<file path="config.mk">
export PLATFORM = sky130hd
export DESIGN_NAME = mod_n_updown_counter
export DESIGN_NICKNAME = d
export VERILOG_FILES = /design/src/rtl/mod_n_updown_counter.sv
export SDC_FILE = /design/constraint.sdc
export NUM_CORES = 1
export LEC_CHECK = 0
export ABC_CLOCK_PERIOD_IN_PS = 2700
export CORE_AREA = 4 4 41 43
export DETAILED_ROUTE_END_ITERATION = 12
export DIE_AREA = 0 0 45 47
export GPL_TIMING_DRIVEN = 0
export PLACE_DENSITY = 0.71
export REMOVE_ABC_BUFFERS = 1
export SKIP_LAST_GASP = 1
export SLEW_MARGIN = 20
export SYNTH_ARGS = -nofsm -noshare
export SYNTH_HDL_FRONTEND = slang
export SYNTH_SLANG_ARGS = --single-unit
</file>
<file path="constraint.sdc">
create_clock -name CLK -period 2.7 [get_ports CLK]
set_input_delay 0.81 -clock CLK [delete_from_list [all_inputs] [get_ports CLK]]
set_output_delay 0.81 -clock CLK [all_outputs]
set_load 0.02 [all_outputs]
</file>
<file path="src/rtl/mod_n_updown_counter.sv">
// WIDTH-bit modulo-MODULUS up/down counter with clear, load, wrap/saturate mode and overflow flags.
// Optional prescaler enabled by defining MOD_COUNTER_PRESCALE_EN (step every PRESCALE enabled cycles).
module mod_n_updown_counter #(
  parameter int     WIDTH    = 4,
  parameter longint MODULUS  = 10,
  parameter int     PRESCALE = 4
) (
  input  logic             CLK,
  input  logic             RST,
  input  logic             en_i,
  input  logic             up_i,
  input  logic             clr_i,
  input  logic             load_i,
  input  logic [WIDTH-1:0] load_val_i,
  input  logic             sat_i,
  input  logic             ovf_clr_i,
  output logic [WIDTH-1:0] Q,
  output logic             tc_o,
  output logic             wrap_o,
  output logic             ovf_o,
  output logic             load_err_o
);

  localparam logic [WIDTH:0]   MOD_EXT = (WIDTH+1)'(MODULUS);
  localparam logic [WIDTH-1:0] Q_MAX   = WIDTH'(MODULUS - 1);

  logic             step;
  logic             at_limit;
  logic             boundary;
  logic             load_ok;
  logic [WIDTH-1:0] q_nxt;

  // One count step; arithmetic is WIDTH+1 bits so MODULUS == 2**WIDTH wraps naturally.
  function automatic logic [WIDTH-1:0] step_value(input logic [WIDTH-1:0] q,
                                                   input logic up,
                                                   input logic sat,
                                                   input logic lim);
    logic [WIDTH:0] q_ext;
    q_ext = {1'b0, q};
    if (lim) begin
      step_value = sat ? q : (up ? '0 : Q_MAX);
    end else if (up) begin
      q_ext      = q_ext + (WIDTH+1)'(1);
      step_value = q_ext[WIDTH-1:0];
    end else begin
      q_ext      = q_ext - (WIDTH+1)'(1);
      step_value = q_ext[WIDTH-1:0];
    end
  endfunction

`ifdef MOD_COUNTER_PRESCALE_EN
  localparam int             PS_W    = (PRESCALE > 1) ? $clog2(PRESCALE) : 1;
  localparam logic [PS_W-1:0] PS_LAST = PS_W'(PRESCALE - 1);

  logic [PS_W-1:0] ps_q;

  always_ff @(posedge CLK or posedge RST) begin
    if (RST) begin
      ps_q <= '0;
    end else if (clr_i || load_i) begin
      ps_q <= '0;
    end else if (en_i) begin
      ps_q <= (ps_q == PS_LAST) ? '0 : ps_q + PS_W'(1);
    end
  end

  assign step = en_i && (ps_q == PS_LAST);
`else
  assign step = en_i;
`endif

  always_comb begin
    at_limit = up_i ? (Q == Q_MAX) : (Q == '0);
    load_ok  = ({1'b0, load_val_i} < MOD_EXT);
    boundary = step && !clr_i && !load_i && at_limit;
    q_nxt    = Q;
    if (clr_i) begin
      q_nxt = '0;
    end else if (load_i) begin
      q_nxt = load_ok ? load_val_i : Q_MAX;
    end else if (step) begin
      q_nxt = step_value(Q, up_i, sat_i, at_limit);
    end
  end

  assign tc_o = at_limit;

  // Register stage: count, event pulses and sticky overflow
  always_ff @(posedge CLK or posedge RST) begin
    if (RST) begin
      Q          <= '0;
      wrap_o     <= 1'b0;
      ovf_o      <= 1'b0;
      load_err_o <= 1'b0;
    end else begin
      Q          <= q_nxt;
      wrap_o     <= boundary;
      load_err_o <= load_i && !clr_i && !load_ok;
      if (boundary) begin
        ovf_o <= 1'b1;
      end else if (ovf_clr_i) begin
        ovf_o <= 1'b0;
      end
    end
  end

endmodule
</file>
==> results of run 1 <==
worst paths after layout:
| check | from | cells after the start | end | slack, ps |
|---|---|---|---|---|
| max reg2reg | Q[1] | 6 | Q[3] | 860 |
| min | ovf_o | 1 | ovf_o | 480 |
| max in group asynchronous | RST | 2 | wrap_o | 1710 |
| min reg2reg | ovf_o | 1 | ovf_o | 480 |
| min in group asynchronous | RST | 2 | ovf_o | 790 |
| max | up_i | 4 | tc_o | 50 |
where the power goes:
part	internal [W]	leakage [nW]	switching (W)
Combinational	0.0000808	0.257	0.0000773
Clock	0.0000561	0.0150	0.0000339
Sequential	0.000116	0.0934	0.0000153
Total	0.000253	0.366	0.000126
sequential cells by signal (all words and copies together) (netlist names):
name	flops
wrap_o	1
ovf_o	1
Q	4
load_err_o	1
cells by family (layout without fill, tap and decap cells):
| group | Yosys count | count (layout) | synth area share [%] |
|---|---|---|---|
| and+or+nand+nor | 18 | 18 | 20.2 |
| muxes | 2 | 2 | 4.97 |
| DFF | 7 | 7 | 34.8 |
| AOI/OAI and AO/OA | 15 | 15 | 22.4 |
| xor gates and xnor gates | 2 | 2 | 3.48 |
| adders and majority gates | 3 | 3 | 8.95 |
| buffers and inverters | 7 | 31 | 5.22 |
worst register-to-register path, stage by stage (launching register included):
cell     delay, ps
dfrtp_1        410
ha_1           290
a21o_1         120
a21oi_2         70
or3_1          340
a41o_1         250
mux2_4         250
routing by layer:
layer	track usage [%]	part of all wire, %
met5	0	0
met4	3.51	0
met3	6.13	7.0
met2	20.1	47
met1	15.7	46
what timing repair did:
item | CTS | global route
cloned | 0 | 0
setup endpoints to repair | 2 | 1
buffers inserted | 0 | 1
resized for setup | 7 | 0
pin swaps | 0 | 1
cell usage after synthesis:
master / instances / area (sq um)
a21o_1: 3 / 22.5
or3_1: 2 / 12.5
nand3_1: 1 / 5.00
o21ai_0: 1 / 5.00
a21oi_2: 1 / 8.76
dfrtp_1: 7 / 175
o21a_1: 1 / 7.51
nand2_1: 2 / 7.51
mux2_4: 1 / 15.0
nand3b_1: 1 / 7.51
a21boi_1: 1 / 7.51
inv_1: 7 / 26.3
or2_2: 1 / 6.26
and3b_1: 1 / 8.76
nor2_1: 2 / 7.51
ha_1: 2 / 25.0
a21oi_1: 3 / 15.0
and3_1: 1 / 6.26
mux2i_1: 1 / 10.0
or2_1: 1 / 6.26
nor3_1: 3 / 15.0
nor2b_1: 1 / 6.26
o22ai_1: 2 / 12.5
nand4_1: 1 / 6.26
a41o_1: 1 / 10.0
xor2_1: 2 / 17.5
fa_1: 1 / 20.0
a211oi_1: 1 / 7.51
a41oi_2: 1 / 16.3
nand2b_1: 1 / 6.26
area by class of cell:
cell class              instances  area [sq um]  area share [%]
inverters                       7          26.3            3.52
multi-input cells              40           305            40.9
clock buffers                   4          26.3            3.52
repair buffers                 20           194            26.0
flip-flops and latches          7           175            23.5
well taps                      15          18.8            2.52
through the flow:
stage          instance area (sq um)  setup TNS, ps  cells  worst slack [ps]
2_1_floorplan                    503              0     54               296
3_3_place_gp                     712          -1010     88              -763
3_5_place_dp                     712          -1030     88              -770
4_1_cts                          738              0     92              5.86
5_1_grt                          746              0     93              7.87
6_report                         746              0     93              47.2
==> results.toml, run 1 <==
[run_status]
status = "complete, no violations"

[clock_network]
postCtsHoldBufs = 0
cts_made_buffers = 3
cts_num_sinks = 7
path_clk_slew_ps = 50
clockBufferDepth = 2
cts_tree = "done"
clock_latency_ps = 240
htree_levels = 1
cts_root_buf = "clkbuf_4"

[layout]
nets = 94
nFillCells = 125
drive_gt1_share_pct = 12.8
final_common_cell = "clkdlybuf4s50_1"
area_growth_pct = 48.3
antenna_cells = 0
final_util_pct = 57.3
layout_common_cells = "17 x clkdlybuf4s50_1, 7 x dfrtp_1, 7 x inv_1"

[flow_run]
maxCapViolCount = 0

[power]
power_w = 0.000379
cellPowerDensity_nw_per_um2 = 509
irDropWorstVdd_mv = 0.395
leakagePower_nw = 0.366

[synth]
ys_ff_latch = 7
ys_types = 30
syn_area_per_cell_sq_um = 9.31
synthesis.area_sq_um = 503
synth_cells = 54
ys_seq_area_share_pct = 34.8
ys_warn_count = 0

[timing]
hold_slack_ps = 477
report.final.setup_viol = 0
max_freq_ghz = 0.377
period_share_pct = 98.3
hold_viol_final = 0
worst_pin_slew_ps = 367
slew_violations = 0
max-slew-margin-rel_pct = 75.5
fin_crit_ps = 2650
rsz0062_at_grt = "false"
skew_ps = 0.450

[place]
dp_hpwl_um = 962
port_buffers = 19
gp_congestion = 0.812

[floorplan]
core_sq_um = 1300
die_y_um = 47
die-area_sq_um = 2120
pin_count = 20
rows = 13
die_w_um = 45
start_util_pct = 38.7

[detailed_routing]
ant_nets = 0
viasPerCell = 5.13
wl_um = 1140
drt_first_pass_iters = 6
vias = 477
wl_per_cell_um = 12.2
drc = 0
drt-initial-drc-count = 6

[global_route]
first_global_vias = 444
grt_pass1_wl_um = 1910
grt_max_degree = 9
gr-total-overflow = 0
antenna_found_initial = 0
track_usage_pct = 12.8

[setup_path]
cp_slowest_cell = "or3_1"
path_delay_family = "buffers and inverters"
max_stage_delay_ps = 370
worst_setup_path_start_kind = "input port"
cp.required_ps = 1890
cp_num_buf_inv = 2
arrival_ps = 1840
crit_chain = "dlygate4sd2_1, or3_1, a21boi_2, buf_4"
crit_type = "input port to primary output"
cp_max_fo = 7
endpoint_kind = "primary output"

[hold_path]
hp-class = "register to register"
No activity file was read; power rests on OpenSTA's default activity.
==> inputs of run 2 (changes only) <==
- CELL_PAD_IN_SITES_DETAIL_PLACEMENT: unset -> 0
- CELL_PAD_IN_SITES_GLOBAL_PLACEMENT: unset -> 1
- CORE_AREA: 4 4 41 43 -> unset
- CORE_ASPECT_RATIO: unset -> 1.2
- CORE_MARGIN: unset -> 4
- CORE_UTILIZATION: unset -> 32
- DIE_AREA: 0 0 45 47 -> unset
- PLACE_DENSITY: 0.71 -> unset
- PLACE_DENSITY_LB_ADDON: unset -> 0.1
==> run 2 against run 1 <==
Effect of this change: critical path depth did not move; via count is 1.7% lower; die area is 7.5% higher; routed wire length is 1.1% higher; clock-buffer cell count unchanged; register-to-register slack lost 30 ps; worst hold slack worse by 3.1 ps; core utilization shrank 5.9 points; sequential share of layout area down 0.23 points; worst setup slack better by 24 ps; total power rose by 0.29%; critical path type unchanged; largest power group unchanged; highest routed layer is now met4.
==> results.toml, run 2 (synthesized netlist as in run 1, its figures left out) <==
[clock_network]
cts_made_buffers = 3
clock_latency_ps = 240
cts_num_sinks = 7
path_clk_slew_ps = 40
cts_root_buf = "clkbuf_4"
postCtsHoldBufs = 0
htree_levels = 1
cts_tree = "done"
clockBufferDepth = 2

[layout]
nets = 94
layout_common_cells = "17 x clkdlybuf4s50_1, 7 x dfrtp_1, 7 x inv_1"
area_growth_pct = 49.8
final_common_cell = "clkdlybuf4s50_1"
largest_reg_flops = 4
antenna_cells = 0
nFillCells = 157
top_register = "Q"
drive_gt1_share_pct = 14.1

[setup_path]
r2r_start = "Q[1]"
critPathLaunch = "up_i"
crit_type = "input port to primary output"
cp_max_fo = 7
arrival_ps = 1820
cp.required_ps = 1890
endpoint_kind = "primary output"
worst_setup_path_start_kind = "input port"

[timing]
tns_ps = 0
skew_ps = 6.85
period_share_pct = 97.4
worst_pin_slew_ps = 372
hold_viol_final = 0
max_freq_ghz = 0.380
finalWorstSetupSlack_ps = 70.8
rsz0062_at_grt = "false"
slew_violations = 0
max-slew-margin-rel_pct = 75.2
fin_crit_ps = 2630
report.final.setup_viol = 0

[detailed_routing]
wl_um = 1150
drt_first_pass_iters = 4
ant_nets = 0
wl_per_cell_um = 12.1
vias = 469
drt-initial-drc-count = 5
viasPerCell = 4.94
drc = 0

[floorplan]
core_sq_um = 1460
die-area_sq_um = 2270
start_util_pct = 34.4
pin_count = 20
rows = 15
die_w_um = 44.2
die_y_um = 51.4

[place]
port_buffers = 19
dp_hpwl_um = 908
post-place-ws_ps = -787
gp_congestion = 0.776

[power]
irDropWorstVdd_mv = 0.153
cellPowerDensity_nw_per_um2 = 505
leakagePower_nw = 0.367

[run_status]
status = "complete, no violations"

[hold_path]
min-delay-start = "ovf_o"
hp-class = "register to register"

[global_route]
track_usage_pct = 11.2
grt_pass1_wl_um = 1820
antenna_found_initial = 0
grt_max_degree = 9
first_global_vias = 436
gr-total-overflow = 0

[flow_run]
maxCapViolCount = 0
[run 2: cell counts in the layout (fill, tap and decap cells not counted)]
No cell type changed its count.
[run 2: path summary, 6_finish.rpt]
check                      slack (ps)  cells past startpoint          to
min                               470                      1       ovf_o
max in group asynchronous        1690                      2  load_err_o
min in group asynchronous         800                      2        Q[1]
min reg2reg                       470                      1       ovf_o
max reg2reg                       830                      6        Q[3]
max                                70                      4        tc_o
[run 2: cell type report]
type                            count  area (sq um)  area share [%]
Clock buffer                        4          26.3            3.49
Inverter                            7          26.3            3.49
Multi-Input combinational cell     40           310            41.2
Sequential cell                     7           175            23.3
Tap cell                           17          21.3            2.82
Timing Repair Buffer               20           194            25.7
[run 2: per-stage QoR]
step	total power [W]	cells	hold WS [ps]	utilization [%]	area (sq um)
2_1_floorplan	0.000222	54	594	-	503
3_3_place_gp	0.000286	90	458	48.8	714
3_5_place_dp	0.000286	90	471	48.8	714
4_1_cts	0.000383	95	481	50.9	746
5_1_grt	0.000406	95	514	51.5	753
6_report	0.000380	95	474	51.5	753
[run 2: metal layers]
| metal | vias to the layer above | global-route usage [%] | routed length (um) |
|---|---|---|---|
| li1 | 243 | - | - |
| met1 | 203 | 13.2 | 500 |
| met2 | 21 | 17.5 | 522 |
| met3 | 2 | 2.82 | 118 |
| met4 | 0 | 7.54 | 8 |
| met5 | - | 0 | 0 |
[run 2: timing repair]
item / 4_1_cts / 5_1_grt
gates resized for setup: 6 / 2
hold endpoints to repair: 0 / 0
setup endpoints to repair: 1 / 1
setup buffers: 1 / 0
pin swaps: 1 / 1
[run 2: report_power, final]
group / total, W / switching [W] / leakage [nW] / internal, W
logic: 0.000158 / 0.0000760 / 0.258 / 0.0000823
clock network: 0.0000895 / 0.0000335 / 0.0150 / 0.0000560
registers: 0.000132 / 0.0000165 / 0.0934 / 0.000116
total: 0.000380 / 0.000126 / 0.367 / 0.000254
[run 2: worst max-delay path: stages]
cell,delay (ps)
dlygate4sd2_1,310
or3_4,360
a21boi_2,180
buf_4,160
